**config.mk**
```make
export PLATFORM = sky130hd
export DESIGN_NAME = warp_scheduler
export DESIGN_NICKNAME = d
export VERILOG_FILES = /design/src/rtl/warp_scheduler.sv
export SDC_FILE = /design/constraint.sdc
export NUM_CORES = 1
export LEC_CHECK = 0
export ABC_AREA = 1
export CAP_MARGIN = 10
export CELL_PAD_IN_SITES_DETAIL_PLACEMENT = 1
export CELL_PAD_IN_SITES_GLOBAL_PLACEMENT = 1
export CORE_ASPECT_RATIO = 1.2
export CORE_MARGIN = 2
export CORE_UTILIZATION = 28
export CTS_CLUSTER_DIAMETER = 50
export CTS_CLUSTER_SIZE = 20
export DETAILED_ROUTE_END_ITERATION = 8
export GPL_TIMING_DRIVEN = 0
export PLACE_DENSITY = 0.87
export RECOVER_POWER = 25
export SLEW_MARGIN = 15
export SYNTH_ARGS = -nofsm -noshare
export SYNTH_HDL_FRONTEND = slang
export SYNTH_SLANG_ARGS = --single-unit
```
**constraint.sdc**
```tcl
create_clock -name clk -period 3.3 [get_ports clk]
set_input_delay 0.66 -clock clk [delete_from_list [all_inputs] [get_ports clk]]
set_output_delay 0.66 -clock clk [all_outputs]
set_load 0.05 [all_outputs]
```
**src/rtl/warp_scheduler.sv**
```systemverilog
// Single-issue warp scheduler: sequences one warp at a time through the instruction lifecycle
// and rotates round-robin among live warps. Optional perf counters: define WARP_SCHED_PERF_EN.

package warp_scheduler_pkg;
    typedef enum logic [2:0] {
        WARP_IDLE    = 3'd0,
        WARP_FETCH   = 3'd1,
        WARP_DECODE  = 3'd2,
        WARP_REQUEST = 3'd3,
        WARP_WAIT    = 3'd4,
        WARP_EXECUTE = 3'd5,
        WARP_UPDATE  = 3'd6,
        WARP_DONE    = 3'd7
    } warp_state_t;
endpackage

// Fetch handshake: fetch_req is high for every FETCH cycle; the fetcher answers with
// fetch_ready=1 in a cycle where fetch_req=1, and the request retires on that clock edge.
module warp_scheduler
    import warp_scheduler_pkg::*;
#(
    parameter int NUM_WARPS     = 4,
    parameter int WARP_ID_WIDTH = (NUM_WARPS > 1) ? $clog2(NUM_WARPS) : 1
) (
    input  logic                     clk,
    input  logic                     reset,
    input  logic                     start,
    input  logic [NUM_WARPS-1:0]     warp_active_mask,
    output logic                     fetch_req,
    input  logic                     fetch_ready,
    input  logic                     decoded_ret,
    input  logic                     decoded_mem_access,
    input  logic                     lsu_done,
    output warp_state_t              warp_state,
    output logic [WARP_ID_WIDTH-1:0] current_warp,
    output logic [NUM_WARPS-1:0]     warp_enable,
    output logic                     done,
    output logic [31:0]              perf_instr_count,
    output logic [31:0]              perf_stall_cycles
);

    logic [NUM_WARPS-1:0]     live;
    logic [NUM_WARPS-1:0]     live_after;
    logic [WARP_ID_WIDTH-1:0] next_warp;
    logic                     next_found;
    logic [WARP_ID_WIDTH-1:0] first_warp;
    logic                     launch;

    function automatic logic [NUM_WARPS-1:0] onehot(input logic [WARP_ID_WIDTH-1:0] w);
        logic [NUM_WARPS-1:0] v;
        v    = '0;
        v[w] = 1'b1;
        return v;
    endfunction

    assign launch = start && (warp_state == WARP_IDLE || warp_state == WARP_DONE);

    // Next live warp after the current one; the current warp is considered last.
    always_comb begin
        int                       idx;
        logic [WARP_ID_WIDTH-1:0] cand;
        idx        = 0;
        cand       = '0;
        live_after = live;
        next_warp  = current_warp;
        next_found = 1'b0;
        if (decoded_ret) begin
            live_after[current_warp] = 1'b0;
        end
        for (int i = 1; i <= NUM_WARPS; i++) begin
            idx  = (int'(current_warp) + i) % NUM_WARPS;
            cand = WARP_ID_WIDTH'(idx);
            if (!next_found && live_after[cand]) begin
                next_found = 1'b1;
                next_warp  = cand;
            end
        end
    end

    always_comb begin
        first_warp = '0;
        for (int i = NUM_WARPS - 1; i >= 0; i--) begin
            if (warp_active_mask[WARP_ID_WIDTH'(i)]) begin
                first_warp = WARP_ID_WIDTH'(i);
            end
        end
    end

    always_ff @(posedge clk) begin
        if (reset) begin
            warp_state   <= WARP_IDLE;
            current_warp <= '0;
            warp_enable  <= '0;
            fetch_req    <= 1'b0;
            done         <= 1'b0;
            live         <= '0;
        end else begin
            case (warp_state)
                WARP_IDLE, WARP_DONE: begin
                    if (start) begin
                        live <= warp_active_mask;
                        if (warp_active_mask == '0) begin
                            warp_state <= WARP_DONE;
                            done       <= 1'b1;
                        end else begin
                            warp_state   <= WARP_FETCH;
                            done         <= 1'b0;
                            current_warp <= first_warp;
                            warp_enable  <= onehot(first_warp);
                            fetch_req    <= 1'b1;
                        end
                    end
                end
                WARP_FETCH: begin
                    if (fetch_ready) begin
                        warp_state <= WARP_DECODE;
                        fetch_req  <= 1'b0;
                    end
                end
                WARP_DECODE:  warp_state <= WARP_REQUEST;
                WARP_REQUEST: warp_state <= WARP_WAIT;
                WARP_WAIT: begin
                    if (!decoded_mem_access || lsu_done) begin
                        warp_state <= WARP_EXECUTE;
                    end
                end
                WARP_EXECUTE: warp_state <= WARP_UPDATE;
                WARP_UPDATE: begin
                    live <= live_after;
                    if (next_found) begin
                        warp_state   <= WARP_FETCH;
                        current_warp <= next_warp;
                        warp_enable  <= onehot(next_warp);
                        fetch_req    <= 1'b1;
                    end else begin
                        warp_state  <= WARP_DONE;
                        warp_enable <= '0;
                        done        <= 1'b1;
                    end
                end
                default: begin
                    warp_state  <= WARP_IDLE;
                    warp_enable <= '0;
                    fetch_req   <= 1'b0;
                end
            endcase
        end
    end

`ifdef WARP_SCHED_PERF_EN
    logic [31:0] instr_cnt;
    logic [31:0] stall_cnt;

    always_ff @(posedge clk) begin
        if (reset || launch) begin
            instr_cnt <= '0;
            stall_cnt <= '0;
        end else begin
            if (warp_state == WARP_UPDATE) begin
                instr_cnt <= instr_cnt + 32'd1;
            end
            if ((warp_state == WARP_FETCH && !fetch_ready) ||
                (warp_state == WARP_WAIT && decoded_mem_access && !lsu_done)) begin
                stall_cnt <= stall_cnt + 32'd1;
            end
        end
    end

    assign perf_instr_count  = instr_cnt;
    assign perf_stall_cycles = stall_cnt;
`else
    assign perf_instr_count  = '0;
    assign perf_stall_cycles = '0;
`endif

endmodule

```
==> summary.txt <==
Floorplan
  • Die Y: 86.7 um
  • Initial Util: 28.5%
  • Ports: 86
  • Die area: 6310 um2
  • Core Area: 5590 um2
  • Chip Width: 72.9 um
  • Site Rows: 30

Placement
  • Pre-CTS setup slack: 0.889 ns
  • DP HPWL: 3240 um
  • RD Place Congestion: 0.812
  • PortBufs: 21

STA
  • Fin crit share: 69.9%
  • Setup ws final: 0.993 ns
  • Setup-failing EPs final: 0
  • RSZ-0062 raised after global routing: no
  • Fin. Hold Viols: 0
  • Setup TNS: 0 ns
  • Worst slew pin tran: 0.515 ns
  • Final max-slew violation count: 0
  • Min Tclk post-route: 2.31 ns
  • Skew final: 0.000723 ns
  • Worst relative slew slack: 65.6%
  • Max Clk Rate: 0.434 GHz

CTS
  • H-tree depth: 1
  • Post-CTS Hold Buffers: 0
  • Clk_lat worst skew: 0.25 ns
  • Clock root buffer: clkbuf_8
  • CTS buffer count: 3
  • Max Root-Sink Buffers: 2
  • CTS tree: done
  • Post-CTS resize count: 0
  • Clock slew at reported path FFs: 0.06 ns
  • Clk sinks: 15
  • Post-CTS Setup Inserts: 0

Power
  • Leakage: 0.00116 uW
  • Worst vdd ir: 296 uV
  • Part of the power in registers: 18.9%
  • Pwr per Cell Area: 765 nW/um2
  • Sw Share: 58.4%
  • Switching pwr: 963 uW
  • Clock power share: 9.1%
  • Internal cell power: 687 uW
  • Gate power share: 71.9%

Logic synthesis
  • Number of synthesis warnings: 0
  • Synth area leader: buf_4
  • Area share of the largest cell type after synthesis: 30.1%
  • Seq/Total Area, Yosys: 18.8%
  • Synth Instances: 230
  • Post-Syn Area: 1590 um2
  • Average cell area after synthesis: 6.93 um2
  • Synth Register Bits: 15
  • Post-synth cell types: 23
  • Top post-synthesis cells by area: buf_4 (30%), dfxtp_1 (19%), nand2_1 (8.5%)

Min path
  • Type of the most critical hold path: register to register
  • WHS Endpoint: fetch_req
  • Critical hold path startpoint: fetch_req
  • Hold Path Cell Cnt: 2

Setup path
  • Worst setup EP type: output pin
  • WP data arrival: 1.65 ns
  • CP Class: register to output pin
  • CP Launch Type: register
  • Req. time, crit path: 2.64 ns
  • Critical Path Fanout Max: 8
  • Max stage delay on crit path: 0.87 ns
  • Worst r2r src: current_warp[0]
  • CP cell instances: clkdlybuf4s50_1
  • R2r endpoint: current_warp[0]
  • Cell family with most CP delay: buffers and inverters
  • CP bufs+invs: 1
  • Worst path slowest cell: clkdlybuf4s50_1
  • Crit path from: warp_state[2]
  • Worst R2R Setup Slack: 1.19 ns
  • R2R depth: 12

Route
  • # DRC: 0
  • Pre-Repair DR Iteration Count: 4
  • Via density: 4.04
  • Vias after detailed routing: 1542
  • Routed Antenna Nets: 0
  • Post-DR wirelength/cell: 10.0 um
  • Total Wirelength: 3820 um
  • Starting DRT DRC Count: 58

Final layout
  • Ant diodes: 0
  • Post-layout nets: 334
  • Most frequent cells in the layout: buf_4 (64), conb_1 (64), nand2_1 (37)
  • Area Growth Syn to Fin: 35.3%
  • Share of layout cells above drive strength 1: 30.2%

Global routing
  • Vias in the first global route: 1515
  • Gr usage total: 12.3%
  • First-pass GRT wire length: 6280 um
  • Initial antenna violation count: 0
  • GRT Residual Overflow: 0
  • Largest net degree at the start of global routing: 11

Flow run
  • Max_cap viols: 0

Outcome
  • Status: finished clean
==> kinds of logic after synthesis <==
kind of cell / synth area share, %
DFF: 18.8
adders and majority gates: 3.14
buffers and inverters: 34.9
other: 0.235
AOI/OAI and AO/OA: 11.9
and+or+nand+nor: 31.1
==> Yosys cell counts <==
cell / instances
nand2_1: 36
nand4_1: 4
inv_2: 6
dfxtp_1: 15
o21ai_2: 4
a21oi_2: 1
nand3_1: 19
o21ai_1: 1
inv_1: 14
nor2_2: 1
o21ai_0: 11
conb_1: 1
nand3_4: 1
nor2_4: 2
nand2_2: 6
a21oi_1: 12
or2_4: 1
nor2_1: 14
nand2_4: 4
a31oi_1: 4
buf_4: 64
nand3_2: 5
ha_1: 4
==> power by group through the flow <==
| stage | combinational, uW | clock, uW | sequential [uW] |
|---|---|---|---|
| 2_1_floorplan | 846 | 0 | 430 |
| 3_3_place_gp | 1160 | 0 | 312 |
| 3_5_place_dp | 1200 | 0 | 317 |
| 4_1_cts | 1200 | 152 | 313 |
| 5_1_grt | 1310 | 160 | 324 |
| 6_report | 1190 | 151 | 312 |
==> cell type report <==
type	count	area, um2
repair buffers	21	210
fillers	742	3440
well taps	64	80.1
plain buffers	64	480
inverters	20	75.1
multi-input cells	194	966
clock buffers	4	45.0
flip-flops and latches	15	300
==> how the worst max path moves through the flow <==
stage	end	slack, ns	depth (start not counted)
CTS	warp_state[2]	0.96	1
global placement	current_warp[0]	0.97	12
floorplan	current_warp[0]	1.10	14
finish	warp_state[2]	0.99	1
detailed placement	current_warp[0]	0.89	12
global route	current_warp[0]	0.90	14
==> registers in the layout (all words and copies together) (netlist names) <==
name and flops:
warp_state 3, fetch_req 1, live 4, done 1
current_warp 2, warp_enable 4
==> worst min-delay path, stage by stage, from the launching register on <==
cell and delay, ns:
dfxtp_1 0.31, inv_1 0.05, a21oi_1 0.05
==> stage by stage <==
stage               cells  power [uW]  utilization [%]  cell area (um2)  hold slack [ns]
detailed placement    378        1520             37.9             2120            0.462
global route          382        1790             38.6             2160            0.490
finish                382        1650             38.6             2160            0.460
CTS                   382        1670             38.7             2170            0.471
global placement      378        1470             37.9             2120            0.454
floorplan             293        1280                -             1830            0.498
==> layer usage <==
metal	part of all wire, %	global-route usage, %	routed length (um)
met2	52	23.6	1990
met1	39	12.7	1490
met4	2.4	5.39	92
met3	6.5	2.44	247
met5	0	0	0
Note: power is estimated with default switching activity, not from simulation.
